[src/rtl/frame_diff_detector_if.sv]
// ---------------------------------------------------------------------------
// frame_diff_detector_if
//   Pixel-stream bundle for frame_diff_detector.
//   master : the pixel source (frame-buffer read side). Drives per_* and
//            observes post_*.
//   slave  : the detector. Consumes per_* and drives post_*.
//   Signals:
//     per_frame_vsync  high for the whole frame
//     per_frame_href   high on active pixels
//     per_img_Y        NUM_FRAMES gray pixels, slot k at [k*DATA_W +: DATA_W]
//     post_frame_vsync vsync delayed to match the pixel pipeline
//     post_frame_href  href delayed to match the pixel pipeline
//     post_img_bin     0x00 = motion, all-ones = still
//   Stream semantics: there is no backpressure. Every clock with href high
//   carries one pixel; vsync/href frame it. Outputs keep that timing,
//   shifted by the fixed pipeline latency.
// ---------------------------------------------------------------------------
interface frame_diff_detector_if #(
    parameter int DATA_W     = 8,
    parameter int NUM_FRAMES = 3
);
    logic                         per_frame_vsync;
    logic                         per_frame_href;
    logic [NUM_FRAMES*DATA_W-1:0] per_img_Y;
    logic                         post_frame_vsync;
    logic                         post_frame_href;
    logic [DATA_W-1:0]            post_img_bin;

    modport master (
        output per_frame_vsync, per_frame_href, per_img_Y,
        input  post_frame_vsync, post_frame_href, post_img_bin
    );

    modport slave (
        input  per_frame_vsync, per_frame_href, per_img_Y,
        output post_frame_vsync, post_frame_href, post_img_bin
    );
endinterface

[src/rtl/frame_diff_detector.sv]
// ---------------------------------------------------------------------------
// frame_diff_detector
//   N-frame difference detector on the pixel clock. Orders NUM_FRAMES
//   time-aligned gray streams by age, takes absolute differences of adjacent
//   ages, thresholds them into a binary motion image and accumulates a
//   per-frame motion count and bounding box, published once per frame.
//
//   Ports:
//     clk, rst        pixel clock, synchronous active-high reset
//     vif (slave)     per_* pixel stream in, post_* binary stream out
//     newest_slot     slot holding the newest frame (>= NUM_FRAMES -> 0)
//     mode            0: newest pair only, 1: all adjacent pairs ANDed
//     threshold       difference threshold (strict >)
//     motion_cnt      motion pixel count of the last complete frame
//     box_*           bounding box of the last frame that had motion
//     box_valid       last complete frame had at least one motion pixel
//     frame_done      one-cycle pulse when the statistics update
//     gray_bypass     only with FRAME_DIFF_GRAY_BYPASS_EN: per pixel, output
//                     the newest gray pixel instead of the binary value
//
//   Optional macro: FRAME_DIFF_GRAY_BYPASS_EN
//   Pipeline latency: 3 cycles (S1 age order, S2 differences, S3 decision).
// ---------------------------------------------------------------------------
module frame_diff_detector #(
    parameter int DATA_W     = 8,
    parameter int NUM_FRAMES = 3,
    parameter int IMG_HDISP  = 640,
    parameter int IMG_VDISP  = 480,
    parameter int CNT_W      = 20
) (
    input  logic               clk,
    input  logic               rst,
    frame_diff_detector_if.slave vif,
    input  logic [1:0]         newest_slot,
    input  logic               mode,
    input  logic [DATA_W-1:0]  threshold,
    output logic [CNT_W-1:0]   motion_cnt,
    output logic [10:0]        box_x_min,
    output logic [10:0]        box_x_max,
    output logic [10:0]        box_y_min,
    output logic [10:0]        box_y_max,
    output logic               box_valid,
    output logic               frame_done
`ifdef FRAME_DIFF_GRAY_BYPASS_EN
    ,
    input  logic               gray_bypass
`endif
);
    localparam int                ND       = NUM_FRAMES - 1;
    localparam logic [DATA_W-1:0] PIX_ONES = {DATA_W{1'b1}};
    localparam logic [10:0]       COL_LAST = 11'(IMG_HDISP - 1);
    localparam logic [10:0]       ROW_LAST = 11'(IMG_VDISP - 1);
    localparam logic [CNT_W-1:0]  CNT_ONE  = CNT_W'(1);

    // ---------------- input qualification and slot ordering ----------------
    // After reset the input is ignored until vsync has been seen low, so a
    // frame cut by reset is never framed (and never published) downstream.
    logic              r_in_ok, r_vs_in_d;
    logic              w_vs_in, w_hs_in, w_vs_rise_in;
    logic [1:0]        r_newest, w_newest;
    logic              r_mode, w_mode;
    logic [DATA_W-1:0] w_age [NUM_FRAMES];

    always_comb begin
        int idx;
        idx          = 0;
        w_vs_in      = vif.per_frame_vsync & r_in_ok;
        w_hs_in      = vif.per_frame_href & r_in_ok;
        w_vs_rise_in = w_vs_in & ~r_vs_in_d;
        w_newest     = r_newest;
        w_mode       = r_mode;
        // The frame-start cycle already uses the freshly sampled values.
        if (w_vs_rise_in) begin
            w_newest = (int'(newest_slot) >= NUM_FRAMES) ? 2'd0 : newest_slot;
            w_mode   = mode;
        end
        for (int a = 0; a < NUM_FRAMES; a++) begin
            idx = int'(w_newest) - a;
            if (idx < 0) idx = idx + NUM_FRAMES;
            w_age[a] = vif.per_img_Y[idx*DATA_W +: DATA_W];
        end
    end

    // ---------------- pipeline registers ----------------
    logic [DATA_W-1:0] r_s1_p [NUM_FRAMES];
    logic              r_s1_vs, r_s1_hs, r_s1_mode;
    logic [DATA_W-1:0] r_s2_d [ND];
    logic              r_s2_vs, r_s2_hs, r_s2_mode;
    logic              r_post_vs, r_post_hs, r_s3_motion;
    logic [DATA_W-1:0] r_post_bin;
    logic              w_all, w_motion;
    logic [DATA_W-1:0] w_bin;
`ifdef FRAME_DIFF_GRAY_BYPASS_EN
    logic              r_s1_byp, r_s2_byp;
    logic [DATA_W-1:0] r_s2_p0;
`endif

    // S3 decision: threshold is applied combinationally here.
    always_comb begin
        w_all = 1'b1;
        for (int a = 0; a < ND; a++) w_all = w_all & (r_s2_d[a] > threshold);
        w_motion = r_s2_mode ? w_all : (r_s2_d[0] > threshold);
        w_bin    = (r_s2_hs && w_motion) ? '0 : PIX_ONES;
`ifdef FRAME_DIFF_GRAY_BYPASS_EN
        if (r_s2_byp) w_bin = r_s2_p0;
`endif
    end

    always_ff @(posedge clk) begin
        if (rst) begin
            r_in_ok     <= 1'b0;
            r_vs_in_d   <= 1'b0;
            r_newest    <= '0;
            r_mode      <= 1'b0;
            r_s1_vs     <= 1'b0;
            r_s1_hs     <= 1'b0;
            r_s1_mode   <= 1'b0;
            r_s2_vs     <= 1'b0;
            r_s2_hs     <= 1'b0;
            r_s2_mode   <= 1'b0;
            r_post_vs   <= 1'b0;
            r_post_hs   <= 1'b0;
            r_s3_motion <= 1'b0;
            r_post_bin  <= PIX_ONES;
            for (int a = 0; a < NUM_FRAMES; a++) r_s1_p[a] <= '0;
            for (int a = 0; a < ND; a++) r_s2_d[a] <= '0;
`ifdef FRAME_DIFF_GRAY_BYPASS_EN
            r_s1_byp    <= 1'b0;
            r_s2_byp    <= 1'b0;
            r_s2_p0     <= '0;
`endif
        end else begin
            if (!vif.per_frame_vsync) r_in_ok <= 1'b1;
            r_vs_in_d <= w_vs_in;
            r_newest  <= w_newest;
            r_mode    <= w_mode;
            // S1: age-ordered pixels
            for (int a = 0; a < NUM_FRAMES; a++) r_s1_p[a] <= w_age[a];
            r_s1_vs   <= w_vs_in;
            r_s1_hs   <= w_hs_in;
            r_s1_mode <= w_mode;
            // S2: adjacent-age absolute differences
            for (int a = 0; a < ND; a++)
                r_s2_d[a] <= (r_s1_p[a] > r_s1_p[a+1]) ? (r_s1_p[a] - r_s1_p[a+1])
                                                       : (r_s1_p[a+1] - r_s1_p[a]);
            r_s2_vs   <= r_s1_vs;
            r_s2_hs   <= r_s1_hs;
            r_s2_mode <= r_s1_mode;
            // S3: binary output
            r_post_vs   <= r_s2_vs;
            r_post_hs   <= r_s2_hs;
            r_s3_motion <= r_s2_hs & w_motion;
            r_post_bin  <= w_bin;
`ifdef FRAME_DIFF_GRAY_BYPASS_EN
            r_s1_byp    <= gray_bypass;
            r_s2_byp    <= r_s1_byp;
            r_s2_p0     <= r_s1_p[0];
`endif
        end
    end

    assign vif.post_frame_vsync = r_post_vs;
    assign vif.post_frame_href  = r_post_hs;
    assign vif.post_img_bin     = r_post_bin;

    // ---------------- statistics on the S3-aligned stream ----------------
    logic              r_s3_vs_d, r_s3_hs_d, r_armed;
    logic [10:0]       r_col, r_row;
    logic [CNT_W-1:0]  r_cnt;
    logic [10:0]       r_xmin, r_xmax, r_ymin, r_ymax;
    logic [CNT_W-1:0]  r_motion_cnt;
    logic [10:0]       r_bx_min, r_bx_max, r_by_min, r_by_max;
    logic              r_box_valid, r_frame_done;
    logic              w_s3_vs_rise, w_s3_vs_fall, w_s3_hs_fall;

    assign w_s3_vs_rise = r_post_vs & ~r_s3_vs_d;
    assign w_s3_vs_fall = ~r_post_vs & r_s3_vs_d;
    assign w_s3_hs_fall = ~r_post_hs & r_s3_hs_d;

    always_ff @(posedge clk) begin
        if (rst) begin
            r_s3_vs_d    <= 1'b0;
            r_s3_hs_d    <= 1'b0;
            r_armed      <= 1'b0;
            r_col        <= '0;
            r_row        <= '0;
            r_cnt        <= '0;
            r_xmin       <= '0;
            r_xmax       <= '0;
            r_ymin       <= '0;
            r_ymax       <= '0;
            r_motion_cnt <= '0;
            r_bx_min     <= '0;
            r_bx_max     <= '0;
            r_by_min     <= '0;
            r_by_max     <= '0;
            r_box_valid  <= 1'b0;
            r_frame_done <= 1'b0;
        end else begin
            r_s3_vs_d    <= r_post_vs;
            r_s3_hs_d    <= r_post_hs;
            r_frame_done <= 1'b0;
            if (w_s3_vs_rise) r_armed <= 1'b1;

            if (r_post_hs) begin
                if (r_col != COL_LAST) r_col <= r_col + 11'd1;
            end else begin
                r_col <= '0;
            end

            if (w_s3_vs_rise)
                r_row <= '0;
            else if (w_s3_hs_fall && r_row != ROW_LAST)
                r_row <= r_row + 11'd1;

            // Publish wins over accumulation; a motion pixel on the
            // vsync falling edge is dropped.
            if (w_s3_vs_fall && r_armed) begin
                r_motion_cnt <= r_cnt;
                r_box_valid  <= (r_cnt != '0);
                if (r_cnt != '0) begin
                    r_bx_min <= r_xmin;
                    r_bx_max <= r_xmax;
                    r_by_min <= r_ymin;
                    r_by_max <= r_ymax;
                end
                r_frame_done <= 1'b1;
                r_cnt  <= '0;
                r_xmin <= '0;
                r_xmax <= '0;
                r_ymin <= '0;
                r_ymax <= '0;
            end else if (r_post_hs && r_s3_motion) begin
                if (r_cnt != {CNT_W{1'b1}}) r_cnt <= r_cnt + CNT_ONE;
                if (r_cnt == '0) begin
                    r_xmin <= r_col;
                    r_xmax <= r_col;
                    r_ymin <= r_row;
                    r_ymax <= r_row;
                end else begin
                    if (r_col < r_xmin) r_xmin <= r_col;
                    if (r_col > r_xmax) r_xmax <= r_col;
                    if (r_row < r_ymin) r_ymin <= r_row;
                    if (r_row > r_ymax) r_ymax <= r_row;
                end
            end
        end
    end

    assign motion_cnt = r_motion_cnt;
    assign box_x_min  = r_bx_min;
    assign box_x_max  = r_bx_max;
    assign box_y_min  = r_by_min;
    assign box_y_max  = r_by_max;
    assign box_valid  = r_box_valid;
    assign frame_done = r_frame_done;
endmodule
[src/flat_wrapper.sv]
// flat-port wrapper written by rule: the top's interface ports become plain ports
module frame_diff_detector_flat 
#(
    parameter int DATA_W     = 8,
    parameter int NUM_FRAMES = 3,
    parameter int IMG_HDISP  = 640,
    parameter int IMG_VDISP  = 480,
    parameter int CNT_W      = 20
)
  (clk, rst, newest_slot, mode, threshold, motion_cnt, box_x_min, box_x_max, box_y_min, box_y_max, box_valid, frame_done, vif_per_frame_vsync, vif_per_frame_href, vif_per_img_Y, vif_post_frame_vsync, vif_post_frame_href, vif_post_img_bin);
  frame_diff_detector_if #(.DATA_W(DATA_W), .NUM_FRAMES(NUM_FRAMES)) vif_i ();
  input  logic clk;
  input  logic rst;
  input  logic [1:0] newest_slot;
  input  logic mode;
  input  logic [DATA_W-1:0] threshold;
  output logic [CNT_W-1:0] motion_cnt;
  output logic [10:0] box_x_min;
  output logic [10:0] box_x_max;
  output logic [10:0] box_y_min;
  output logic [10:0] box_y_max;
  output logic box_valid;
  output logic frame_done;
  input wire logic [$bits(vif_i.per_frame_vsync)-1:0] vif_per_frame_vsync;
  input wire logic [$bits(vif_i.per_frame_href)-1:0] vif_per_frame_href;
  input wire logic [$bits(vif_i.per_img_Y)-1:0] vif_per_img_Y;
  output wire logic [$bits(vif_i.post_frame_vsync)-1:0] vif_post_frame_vsync;
  output wire logic [$bits(vif_i.post_frame_href)-1:0] vif_post_frame_href;
  output wire logic [$bits(vif_i.post_img_bin)-1:0] vif_post_img_bin;
  assign vif_i.per_frame_vsync = vif_per_frame_vsync;
  assign vif_i.per_frame_href = vif_per_frame_href;
  assign vif_i.per_img_Y = vif_per_img_Y;
  assign vif_post_frame_vsync = vif_i.post_frame_vsync;
  assign vif_post_frame_href = vif_i.post_frame_href;
  assign vif_post_img_bin = vif_i.post_img_bin;
  frame_diff_detector #(.DATA_W(DATA_W), .NUM_FRAMES(NUM_FRAMES), .IMG_HDISP(IMG_HDISP), .IMG_VDISP(IMG_VDISP), .CNT_W(CNT_W)) u_core (.clk(clk), .rst(rst), .vif(vif_i), .newest_slot(newest_slot), .mode(mode), .threshold(threshold), .motion_cnt(motion_cnt), .box_x_min(box_x_min), .box_x_max(box_x_max), .box_y_min(box_y_min), .box_y_max(box_y_max), .box_valid(box_valid), .frame_done(frame_done));
endmodule
[config.mk]
export PLATFORM = sky130hd
export DESIGN_NAME = frame_diff_detector_flat
export DESIGN_NICKNAME = d
export VERILOG_FILES = /design/src/rtl/frame_diff_detector_if.sv /design/src/rtl/frame_diff_detector.sv /design/src/flat_wrapper.sv
export SDC_FILE = /design/constraint.sdc
export NUM_CORES = 1
export LEC_CHECK = 0
export CAP_MARGIN = 30
export CORE_UTILIZATION = 40
export DETAILED_ROUTE_END_ITERATION = 6
export GPL_ROUTABILITY_DRIVEN = 1
export GPL_TIMING_DRIVEN = 1
export SLEW_MARGIN = 20
export SYNTH_ARGS = -nofsm -noshare
export SYNTH_HDL_FRONTEND = slang
export SYNTH_SLANG_ARGS = --single-unit
[constraint.sdc]
create_clock -name clk -period 3.35 [get_ports clk]
set_clock_uncertainty 0.2 [all_clocks]
set_input_delay 0.67 -clock clk [delete_from_list [all_inputs] [get_ports clk]]
set_output_delay 0.67 -clock clk [all_outputs]
set_load 0.02 [all_outputs]
==> impl_metrics.json, run 1 <==
{
  "final_cell_area_um2": 13000,
  "grt_pass1_wl_mm": 41.5,
  "remaining_drc_errors": 7,
  "cts_tree": "built",
  "cts_max_level": 1,
  "slew_violations": 0,
  "avgSynthCellArea_um2": 8.34,
  "grt_overflow": 0,
  "fin_crit_sh": 0.897,
  "crit_fanout": 9,
  "violations": "design-rule violations",
  "synth_top_area_frac": 0.387,
  "fin_cells": 1727,
  "postRouteWirelength_mm": 24.6,
  "grt_pass1_vias": 8316,
  "wl_per_cell_um": 14.3,
  "track_usage": 0.179,
  "hp-class": "reg2reg",
  "ys_seq_elements": 208,
  "vdd_drop_max_mv": 0.320,
  "async_reset_ff_frac": 0,
  "p_leak_nw": 5.19,
  "synthesis.area_um2": 10800,
  "synth_largest_area_cell": "dfxtp_1",
  "route.vias.total": 8655,
  "place_area_um2": 12200,
  "crit_arrival_ps": 3240,
  "startpoint_type": "flop",
  "end_kind": "flop",
  "path_class": "reg2reg",
  "fillers": 2512,
  "core_um2": 26200,
  "yosys_warnings": 0,
  "place_hpwl_mm": 18.1,
  "worst_pin_slew_ps": 765,
  "antenna_cells": 0,
  "hold_viol": 0,
  "cts_setup_buffers": 0,
  "place_congestion": 0.824,
  "place_ws_ps": 189,
  "routed.top_layer": "met4",
  "portBuffers": 114,
  "clkLatencyLatePin_ps": 510,
  "area_delta_synth_final_pct": 20.6,
  "finalSetupViolCount": 0,
  "min_period_ps": 3010,
  "layout-drive-gt1-share": 0.0596,
  "grt_max_degree": 67,
  "nNetsFinal": 1516,
  "wl_met2_mm": 11.2,
  "clockBufferDepth": 3,
  "clkTransAtPathRegs_ps": 60,
  "syn_inst": 1289,
  "seq_area_frac_synth": 0.387,
  "worst_slack_ps": 344,
  "synth_edf_count": 0,
  "tns_ps": 0,
  "synth_flop_cell": "dfxtp_1",
  "antenna_left": 0,
  "power_mw": 6.09,
  "pin_count": 115,
  "antenna_found_initial": 0,
  "die_w_um": 166,
  "slew_headroom": 0.490,
  "wl_met3_um": 871,
  "drv_cap": 0,
  "std_cell_rows": 59,
  "start_util": 0.410,
  "crit_required_ps": 3590,
  "clock-root-buffer": "clkbuf_16",
  "die-area_um2": 27500,
  "fmax_ghz": 0.333,
  "dr.pass1.iters": 7,
  "cts_resized": 0,
  "yosys-top-cells-area": "dfxtp_1 (39%), ha_1 (11%), nand2_1 (8.2%)",
  "wl_met1_mm": 12.2,
  "synth.distinct_cells": 60,
  "p_per_area_nw_per_um2": 469,
  "synth_nets": 1427,
  "cts_buffers": 24,
  "ctsHoldBuffers": 0,
  "viasPerCell": 5.01,
  "dr.first_iter.drc_count": 475,
  "status": "finished with violations",
  "dp_cells": 1687,
  "rsz0062_at_grt": "no",
  "fp.dieH_um": 166,
  "cts_sinks": 208
}
## area by class of cell
type                       count  area (µm²)  area share
multi-input combinational    923        5950       0.458
timing repair buffer         132        1300       0.100
sequential                   208        4160       0.321
clock buffer                  35         733      0.0565
clock inverter                 5        75.1     0.00579
inverter                      89         334      0.0258
tap                          335         419      0.0323
## registers in the layout, summed over array words and instances (netlist names), 2 cells and up
signal             cells
u_core.r_s1_p         24
u_core.motion_cnt     20
u_core.r_cnt          20
u_core.r_s2_d         16
u_core.box_x_max      11
u_core.box_x_min      11
u_core.box_y_max      11
u_core.box_y_min      11
u_core.r_col          11
u_core.r_row          11
u_core.r_xmax         11
u_core.r_xmin         11
u_core.r_ymax         11
u_core.r_ymin         11
u_core.r_newest        2
## report_power, final
group	internal [mW]	total (mW)	switching [mW]
registers	2.56	2.60	0.0434
logic	0.382	0.840	0.458
clock network	1.65	2.65	0.994
## layout by cell type, fill, tap and decap left out, types with 5 or more instances in the layout
cell type        Yosys  final
buf_4                7     17
o21ai_0             29     29
clkdlybuf4s50_1      0    113
o211ai_1             5      5
a211oi_1            10     10
nand2b_1            17     17
nand4_1             24     24
nand3_1             22     22
mux2i_1             54     54
a21oi_1            129    129
ha_1                95     95
nor2b_1             24     24
nand2_1            235    235
nor2_1              97     95
dfxtp_1            208    208
clkbuf_8             0      7
nand3b_1             8      8
a31oi_1              5      5
and3_1              12     12
or3_1                6      6
mux2_2              15     15
a22oi_1              8      8
and2_1               5      5
o21a_1               7      7
clkbuf_16            0     25
a21o_1              23     23
nor3b_1              6      5
xnor2_1             11     11
inv_1               89     89
and4_1               5      5
xor2_1              26     26
## cell families after synthesis
group	after synthesis	synth area share
buffers and inverters	158	0.0610
flip-flops	208	0.387
AO/OA/AOI/OAI	237	0.132
multiplexers	69	0.0660
adder cells (fa/ha/maj)	99	0.118
AND/OR/NAND/NOR	481	0.206
XOR/XNOR	37	0.0301
## per-layer routing
metal | GRT usage | vias up
met2 | 0.297 | 146
met5 | 0 | -
met3 | 0.0241 | 29
met1 | 0.246 | 3942
li1 | - | 4538
met4 | 0.0431 | 0
## Yosys cell counts (3+ instances only)
cell	instances
nor3_1	4
o21ai_0	29
a21oi_1	129
dfxtp_1	208
a21o_1	23
buf_2	11
buf_1	4
inv_1	89
and2_1	5
nand3_1	22
a211oi_1	10
xor2_1	26
nand4_1	24
buf_6	3
nor3b_1	6
and3_1	12
mux2_2	15
ha_1	95
and4_1	5
a31oi_1	5
clkbuf_1	44
nand3b_1	8
nand2b_1	17
xnor2_1	11
nor2b_1	24
nor2_1	97
buf_4	7
nand2_1	235
or4_1	3
or3_1	6
o211ai_1	5
o21a_1	7
a22oi_1	8
mux2i_1	54
fa_1	4
nor4_1	3
## critical path: stages, from the launching register on
cell	delay [ps]
dfxtp_1	350
inv_1	50
ha_1	420
a21oi_1	340
a21oi_1	140
o22ai_2	430
mux2_2	410
or4_1	520
nand4_1	80
## worst paths after layout
| kind | cells after the start | end | slack [ps] | start |
|---|---|---|---|---|
| worst max-delay path | 8 | u_core.r_s2_d[0][6]$_SDFF_PP0_ | 340 | u_core.r_s1_p[0][3]$_SDFF_PP0_ |
| worst min-delay path | 1 | u_core.r_s3_motion$_SDFF_PP0_ | 240 | u_core.r_s2_mode$_SDFF_PP0_ |
| worst max register to register | 8 | u_core.r_s2_d[0][6]$_SDFF_PP0_ | 340 | u_core.r_s1_p[0][3]$_SDFF_PP0_ |
| worst min register to register | 1 | u_core.r_s3_motion$_SDFF_PP0_ | 240 | u_core.r_s2_mode$_SDFF_PP0_ |
## through the flow
stage                     hold WS (ps)   util
after floorplan                    213      -
after global placement             220  0.464
after detailed placement           227  0.464
after CTS                          241  0.495
after global routing               270  0.495
final                              244  0.495
No activity file was read; power rests on OpenSTA's default activity.
==> run 2, diff against run 1 <==
--- a/config.mk
+++ b/config.mk
@@ -10,6 +10,7 @@
 export DETAILED_ROUTE_END_ITERATION = 6
 export GPL_ROUTABILITY_DRIVEN = 1
 export GPL_TIMING_DRIVEN = 1
+export SKIP_CTS_REPAIR_TIMING = 1
 export SLEW_MARGIN = 20
 export SYNTH_ARGS = -nofsm -noshare
 export SYNTH_HDL_FRONTEND = slang
==> results of run 2 <==
No change in the layout: final DEF, timing and power equal those of run 1.
